===== config.mk =====
export PLATFORM = sky130hd
export DESIGN_NAME = mem_ctrl_flat
export DESIGN_NICKNAME = d
export VERILOG_FILES = /design/src/rtl/mem_ctrl_pkg.sv /design/src/rtl/mem_ctrl_if.sv /design/src/rtl/mem_ctrl.sv /design/src/flat_wrapper.sv
export SDC_FILE = /design/constraint.sdc
export NUM_CORES = 1
export LEC_CHECK = 0
export ABC_AREA = 1
export BUFFER_PORTS_ARGS = -buffer_cell sky130_fd_sc_hd__buf_2
export CORE_UTILIZATION = 54
export DETAILED_ROUTE_END_ITERATION = 8
export GPL_TIMING_DRIVEN = 0
export HOLD_SLACK_MARGIN = 0.12
export PLACE_DENSITY = 0.81
export SETUP_SLACK_MARGIN = 0.2
export SLEW_MARGIN = 20
export SYNTH_ARGS = -nofsm -noshare
export SYNTH_HDL_FRONTEND = slang
export SYNTH_SLANG_ARGS = --single-unit

===== constraint.sdc =====
create_clock -name clk -period 3 [get_ports clk]
set_input_delay 0.15 -clock clk [delete_from_list [all_inputs] [get_ports clk]]
set_output_delay 0.15 -clock clk [all_outputs]
set_load 0.05 [all_outputs]

===== src/rtl/mem_ctrl_pkg.sv =====
// Shared types and constants for the byte-wide RAM port controller.
package mem_ctrl_pkg;

  localparam logic [31:0] ZERO_WORD = 32'h0000_0000;

  localparam logic [1:0] MEM_LEN_BYTE = 2'd0;
  localparam logic [1:0] MEM_LEN_HALF = 2'd1;
  localparam logic [1:0] MEM_LEN_WORD = 2'd2;

  typedef enum logic [1:0] {
    MC_IDLE = 2'd0,
    MC_RD   = 2'd1,
    MC_WR   = 2'd2,
    MC_DONE = 2'd3
  } mc_state_t;

  typedef enum logic {
    OWNER_IF  = 1'b0,
    OWNER_MEM = 1'b1
  } owner_t;

  // Request latched at grant; the RAM address register doubles as the running address.
  typedef struct packed {
    owner_t      owner;
    logic [2:0]  n;
    logic [31:0] wdata;
  } xfer_t;

  function automatic logic [2:0] len_to_n(input logic [1:0] len);
    case (len)
      MEM_LEN_BYTE: return 3'd1;
      MEM_LEN_HALF: return 3'd2;
      MEM_LEN_WORD: return 3'd4;
      default:      return 3'd4;
    endcase
  endfunction

  function automatic logic [31:0] byte_swap(input logic [31:0] w);
    return {w[7:0], w[15:8], w[23:16], w[31:24]};
  endfunction

endpackage


===== src/rtl/mem_ctrl_if.sv =====
// Fetch, MEM-stage and RAM-side signals of the shared byte-wide RAM port.
interface mem_ctrl_if #(
  parameter int RAM_ADDR_W = 17
);

  logic                  if_req;
  logic [31:0]           if_addr;
  logic                  if_flush;
  logic [31:0]           if_data;
  logic                  if_done;

  logic                  mem_req;
  logic                  mem_we;
  logic [1:0]            mem_len;
  logic [31:0]           mem_addr;
  logic [31:0]           mem_wdata;
  logic [31:0]           mem_rdata;
  logic                  mem_done;

  logic [RAM_ADDR_W-1:0] ram_a;
  logic                  ram_wr;
  logic [7:0]            ram_dout;
  logic [7:0]            ram_din;

  modport master (
    output if_req, if_addr, if_flush,
    output mem_req, mem_we, mem_len, mem_addr, mem_wdata,
    output ram_din,
    input  if_data, if_done,
    input  mem_rdata, mem_done,
    input  ram_a, ram_wr, ram_dout
  );

  modport slave (
    input  if_req, if_addr, if_flush,
    input  mem_req, mem_we, mem_len, mem_addr, mem_wdata,
    input  ram_din,
    output if_data, if_done,
    output mem_rdata, mem_done,
    output ram_a, ram_wr, ram_dout
  );

endinterface


===== src/rtl/mem_ctrl.sv =====
// Arbitrates one byte-wide RAM between fetch and MEM (MEM first); N-byte read done in cycle N+2, write in N+1.
// Requesters hold req until their done pulse; new requests are only sampled in IDLE.
module mem_ctrl
  import mem_ctrl_pkg::*;
#(
  parameter int RAM_ADDR_W = 17
) (
  input  logic     clk,
  input  logic     rst,
  mem_ctrl_if.slave bus
);

  mc_state_t             state_q;
  xfer_t                 xfer_q;
  logic [2:0]            cnt_q;
  logic [31:0]           buf_q;
  logic [31:0]           buf_next;
  logic [1:0]            cap_idx;
  logic [1:0]            nxt_idx;

  logic [RAM_ADDR_W-1:0] ram_a_q;
  logic                  ram_wr_q;
  logic [7:0]            ram_dout_q;
  logic [31:0]           if_data_q;
  logic                  if_done_q;
  logic [31:0]           mem_rdata_q;
  logic                  mem_done_q;

  logic                  unused_addr_bits;
  assign unused_addr_bits = ^{bus.if_addr[31:RAM_ADDR_W], bus.mem_addr[31:RAM_ADDR_W]};

  // In RD, cnt_q = k means byte k-1 is on ram_din this cycle.
  assign cap_idx = cnt_q[1:0] - 2'd1;
  assign nxt_idx = cnt_q[1:0] + 2'd1;

  always_comb begin
    buf_next = buf_q;
    if (state_q == MC_RD && cnt_q != 3'd0) begin
      buf_next[{cap_idx, 3'b000} +: 8] = bus.ram_din;
    end
  end

  always_ff @(posedge clk) begin
    if (rst) begin
      state_q     <= MC_IDLE;
      xfer_q      <= '{owner: OWNER_IF, n: 3'd0, wdata: ZERO_WORD};
      cnt_q       <= 3'd0;
      buf_q       <= ZERO_WORD;
      ram_a_q     <= '0;
      ram_wr_q    <= 1'b0;
      ram_dout_q  <= 8'h00;
      if_data_q   <= ZERO_WORD;
      if_done_q   <= 1'b0;
      mem_rdata_q <= ZERO_WORD;
      mem_done_q  <= 1'b0;
    end else begin
      if_done_q  <= 1'b0;
      mem_done_q <= 1'b0;
      case (state_q)
        MC_IDLE: begin
          cnt_q <= 3'd0;
          buf_q <= ZERO_WORD;
          if (bus.mem_req) begin
            xfer_q  <= '{owner: OWNER_MEM, n: len_to_n(bus.mem_len), wdata: bus.mem_wdata};
            ram_a_q <= bus.mem_addr[RAM_ADDR_W-1:0];
            if (bus.mem_we) begin
              ram_wr_q   <= 1'b1;
              ram_dout_q <= bus.mem_wdata[7:0];
              state_q    <= MC_WR;
            end else begin
              state_q <= MC_RD;
            end
          end else if (bus.if_req && !bus.if_flush) begin
            xfer_q  <= '{owner: OWNER_IF, n: 3'd4, wdata: ZERO_WORD};
            ram_a_q <= bus.if_addr[RAM_ADDR_W-1:0];
            state_q <= MC_RD;
          end
        end

        MC_RD: begin
          // A redirect kills the fetch; the byte still in flight is never captured.
          if (xfer_q.owner == OWNER_IF && bus.if_flush) begin
            state_q <= MC_IDLE;
          end else begin
            buf_q <= buf_next;
            cnt_q <= cnt_q + 3'd1;
            if (cnt_q + 3'd1 < xfer_q.n) begin
              ram_a_q <= ram_a_q + RAM_ADDR_W'(1);
            end
            if (cnt_q == xfer_q.n) begin
              state_q <= MC_DONE;
              if (xfer_q.owner == OWNER_IF) begin
                if_data_q <= byte_swap(buf_next);
                if_done_q <= 1'b1;
              end else begin
                mem_rdata_q <= buf_next;
                mem_done_q  <= 1'b1;
              end
            end
          end
        end

        MC_WR: begin
          if (cnt_q + 3'd1 == xfer_q.n) begin
            state_q    <= MC_DONE;
            ram_wr_q   <= 1'b0;
            mem_done_q <= 1'b1;
          end else begin
            cnt_q      <= cnt_q + 3'd1;
            ram_a_q    <= ram_a_q + RAM_ADDR_W'(1);
            ram_dout_q <= xfer_q.wdata[{nxt_idx, 3'b000} +: 8];
          end
        end

        MC_DONE: begin
          state_q <= MC_IDLE;
        end

        default: begin
          state_q <= MC_IDLE;
        end
      endcase
    end
  end

  assign bus.ram_a     = ram_a_q;
  assign bus.ram_wr    = ram_wr_q;
  assign bus.ram_dout  = ram_dout_q;
  assign bus.if_data   = if_data_q;
  // A flush landing on the done cycle still cancels the fetch.
  assign bus.if_done   = if_done_q & ~bus.if_flush;
  assign bus.mem_rdata = mem_rdata_q;
  assign bus.mem_done  = mem_done_q;

endmodule


===== src/flat_wrapper.sv =====
// flat-port wrapper written by rule: the top's interface ports become plain ports
module mem_ctrl_flat import mem_ctrl_pkg::*;
#(
  parameter int RAM_ADDR_W = 17
)
  (clk, rst, bus_if_req, bus_if_addr, bus_if_flush, bus_mem_req, bus_mem_we, bus_mem_len, bus_mem_addr, bus_mem_wdata, bus_ram_din, bus_if_data, bus_if_done, bus_mem_rdata, bus_mem_done, bus_ram_a, bus_ram_wr, bus_ram_dout);
  mem_ctrl_if #(.RAM_ADDR_W(RAM_ADDR_W)) bus_i ();
  input  logic clk;
  input  logic rst;
  input wire logic [$bits(bus_i.if_req)-1:0] bus_if_req;
  input wire logic [$bits(bus_i.if_addr)-1:0] bus_if_addr;
  input wire logic [$bits(bus_i.if_flush)-1:0] bus_if_flush;
  input wire logic [$bits(bus_i.mem_req)-1:0] bus_mem_req;
  input wire logic [$bits(bus_i.mem_we)-1:0] bus_mem_we;
  input wire logic [$bits(bus_i.mem_len)-1:0] bus_mem_len;
  input wire logic [$bits(bus_i.mem_addr)-1:0] bus_mem_addr;
  input wire logic [$bits(bus_i.mem_wdata)-1:0] bus_mem_wdata;
  input wire logic [$bits(bus_i.ram_din)-1:0] bus_ram_din;
  output wire logic [$bits(bus_i.if_data)-1:0] bus_if_data;
  output wire logic [$bits(bus_i.if_done)-1:0] bus_if_done;
  output wire logic [$bits(bus_i.mem_rdata)-1:0] bus_mem_rdata;
  output wire logic [$bits(bus_i.mem_done)-1:0] bus_mem_done;
  output wire logic [$bits(bus_i.ram_a)-1:0] bus_ram_a;
  output wire logic [$bits(bus_i.ram_wr)-1:0] bus_ram_wr;
  output wire logic [$bits(bus_i.ram_dout)-1:0] bus_ram_dout;
  assign bus_i.if_req = bus_if_req;
  assign bus_i.if_addr = bus_if_addr;
  assign bus_i.if_flush = bus_if_flush;
  assign bus_i.mem_req = bus_mem_req;
  assign bus_i.mem_we = bus_mem_we;
  assign bus_i.mem_len = bus_mem_len;
  assign bus_i.mem_addr = bus_mem_addr;
  assign bus_i.mem_wdata = bus_mem_wdata;
  assign bus_i.ram_din = bus_ram_din;
  assign bus_if_data = bus_i.if_data;
  assign bus_if_done = bus_i.if_done;
  assign bus_mem_rdata = bus_i.mem_rdata;
  assign bus_mem_done = bus_i.mem_done;
  assign bus_ram_a = bus_i.ram_a;
  assign bus_ram_wr = bus_i.ram_wr;
  assign bus_ram_dout = bus_i.ram_dout;
  mem_ctrl #(.RAM_ADDR_W(RAM_ADDR_W)) u_core (.clk(clk), .rst(rst), .bus(bus_i));
endmodule

==> impl_metrics.json <==
{
  "outcome": "complete, but fails checks",
  "violations": "design-rule violations",
  "die_area_sq_mm": 0.0157,
  "skew_ns": 0.00728,
  "ir_drop_uv": 577,
  "routedWlPerCell_um": 14.1,
  "start_util": 0.560,
  "ys_seq_area_frac": 0.401,
  "finalSetupViolCount": 0,
  "maxCapViolCount": 0,
  "slew_violations": 0,
  "arrival_ns": 2.87,
  "core_area_sq_mm": 0.0147,
  "chipHeight_um": 125,
  "grt_pass1_wl_mm": 39.5,
  "regArea_sq_mm": 0.00330,
  "final_nets": 1641,
  "drtAntennaViolNets": 0,
  "cts_root_buffer": "clkbuf_16",
  "cts_tree": "built",
  "p_total_mw": 9.01,
  "tns_ns": 0,
  "leakage_nw": 4.89,
  "insertion_delay_ns": 0.43,
  "htreeDepth": 4,
  "die_w_um": 125,
  "cts_made_buffers": 17,
  "area_growth_pct": 25.2,
  "cp-start-kind": "flop",
  "nFillCells": 1297,
  "grt_max_degree": 17,
  "period_share": 0.852,
  "synth_area_sq_mm": 0.00823,
  "ys_types": 34,
  "hpwl_mm": 17.0,
  "grt_usage": 0.313,
  "grt_setup_unrepaired": "no",
  "relSlewSlack": 0.570,
  "syn_inst": 1281,
  "yosysTopAreaCellShare": 0.401,
  "routed_wl_mm": 24.2,
  "fmaxAchievable_mhz": 391,
  "cts_sinks": 165,
  "avgSynthCellArea_sq_um": 6.42,
  "first_pass_iters": 8,
  "min_path_type": "in2reg",
  "multiInputGateArea_sq_mm": 0.00407,
  "gp_congestion": 0.941,
  "critical_path_class": "reg2reg",
  "drive_above_1_share": 0.180,
  "post-route-min-period_ns": 2.55,
  "num_rows": 44,
  "tightest_slew_ns": 0.645,
  "placed_cells": 1638,
  "p_per_area_mw_per_mm2": 875,
  "mostFrequentLayoutCell": "nand2_1",
  "yosys_warnings": 0,
  "cts_buffer_depth": 2,
  "hold_ws_ns": 0.120,
  "path_max_fanout": 10,
  "drc": 10,
  "vias": 8976,
  "finalHoldViolCount": 0,
  "mostFrequentLayoutCells": "463 x nand2_1, 204 x buf_2, 164 x dfxtp_1",
  "clk_pin_slew_ns": 0.07,
  "syn_nets": 1408,
  "grt_pass1_vias": 8346,
  "ys_seq_elements": 165,
  "critPathRequiredTime_ns": 3.32,
  "port_buffers": 173,
  "ys_top_cells_by_area": "dfxtp_1 40%, nand2_1 21%, a21oi_1 7.1%",
  "grt_antenna_before_repair": 0,
  "stdcell_count": 1711,
  "num_antenna_cells": 0,
  "initialDrtViolationCount": 728,
  "ios": 204,
  "viasPerCell": 5.25,
  "synth_top_area_cell": "dfxtp_1",
  "worstSetupEndpointType": "flop",
  "r2r_slack_ns": 0.45,
  "post_cts_buffers": 0,
  "overflow": 0
}
==> report_power, final <==
part	internal [mW]	switching (mW)	leakage, nW	total (mW)
Combinational	1.13	2.95	3.28	4.08
Sequential	2.52	0.279	1.34	2.80
Clock	1.22	0.911	0.273	2.13
==> cell usage after synthesis <==
| cell type | number |
|---|---|
| o21ai_1 | 16 |
| ha_1 | 15 |
| nand4_1 | 10 |
| xor2_1 | 2 |
| buf_6 | 3 |
| nand3_1 | 28 |
| o211ai_1 | 17 |
| nor2_2 | 6 |
| a21oi_1 | 117 |
| o21ai_0 | 55 |
| xnor2_1 | 1 |
| clkinv_1 | 1 |
| buf_4 | 4 |
| inv_2 | 11 |
| nor2_1 | 147 |
| nor3_1 | 1 |
| nand3b_1 | 2 |
| a22oi_1 | 5 |
| o21ai_2 | 4 |
| a21boi_0 | 1 |
| dfxtp_1 | 165 |
| a211oi_1 | 4 |
| buf_2 | 31 |
| nor3_4 | 1 |
| a21oi_2 | 1 |
| buf_1 | 4 |
| nand2_1 | 463 |
| inv_1 | 135 |
| clkbuf_1 | 20 |
| nor2_4 | 3 |
| nand2_2 | 4 |
| o22ai_1 | 1 |
| nand3_2 | 2 |
| o22ai_2 | 1 |
==> flip-flops by register name (all words and copies together) (netlist names) <==
signal	cells
u_core.if_done_q	1
u_core.xfer_q	36
u_core.bus.ram_a	17
u_core.bus.ram_dout	8
u_core.bus.ram_wr	1
u_core.buf_q	32
u_core.bus.mem_rdata	32
u_core.cnt_q	3
u_core.bus.if_data	32
u_core.state_q	2
u_core.bus.mem_done	1
==> cells by family after synthesis <==
group,after synthesis,synth area share
buffers and inverters,209,0.105
flip-flops,165,0.401
adder cells (fa/ha/maj),15,0.0228
AND/OR/NAND/NOR,667,0.321
XOR/XNOR,3,0.00319
AO/OA/AOI/OAI,222,0.147
==> metal layers <==
metal,GRT usage,vias up,wire length [um]
li1,-,4460,-
met2,0.542,396,11600
met1,0.386,4068,10000
met5,0,-,0
met3,0.0552,52,1950
met4,0.124,0,605
==> path summary, 6_finish.rpt <==
path / startpoint / to / cells past startpoint
worst max register to register: u_core.cnt_q[0]$_SDFFE_PP0P_ / u_core.bus.ram_a[16]$_SDFFE_PP0P_ / 10
worst min-delay path: bus_mem_we / u_core.state_q[1]$_SDFFE_PP0P_ / 5
worst max-delay path: u_core.cnt_q[0]$_SDFFE_PP0P_ / u_core.bus.ram_a[16]$_SDFFE_PP0P_ / 10
worst min register to register: u_core.bus.if_data[19]$_SDFFE_PP0P_ / u_core.bus.if_data[19]$_SDFFE_PP0P_ / 2
==> critical path: stages (launching register included) <==
cell and delay [ns]:
dfxtp_2 0.46, inv_2 0.13, ha_1 0.47, ha_1 0.32, nand3_1 0.10, nor2_1 0.07, nor2_2 0.14, nand3_2 0.23
buf_2 0.29, nor2_1 0.14, a21oi_1 0.09
==> final cells by class <==
cell class,instances,share of cell area
Clock inverter,13,0.0130
Timing Repair Buffer,214,0.124
Inverter,147,0.0536
Clock buffer,19,0.0420
Tap cell,184,0.0223
Multi-Input combinational cell,907,0.395
Sequential cell,165,0.321
Buffer,62,0.0300
==> what timing repair did <==
item / CTS / global route
gates resized for setup: 0 / 1
endpoints found under the setup margin: 0 / 2
endpoints found under the hold margin: 49 / 0
hold buffers: 41 / 0
==> through the flow <==
stage                      util  instance area, sq um  setup slack [ns]
after global routing      0.701                 10300             0.340
after global placement    0.634                  9330             0.367
final                     0.701                 10300             0.445
after floorplan               -                  8230             0.735
after CTS                 0.701                 10300             0.281
after detailed placement  0.634                  9330             0.310
(Power assumes the default switching activity.)
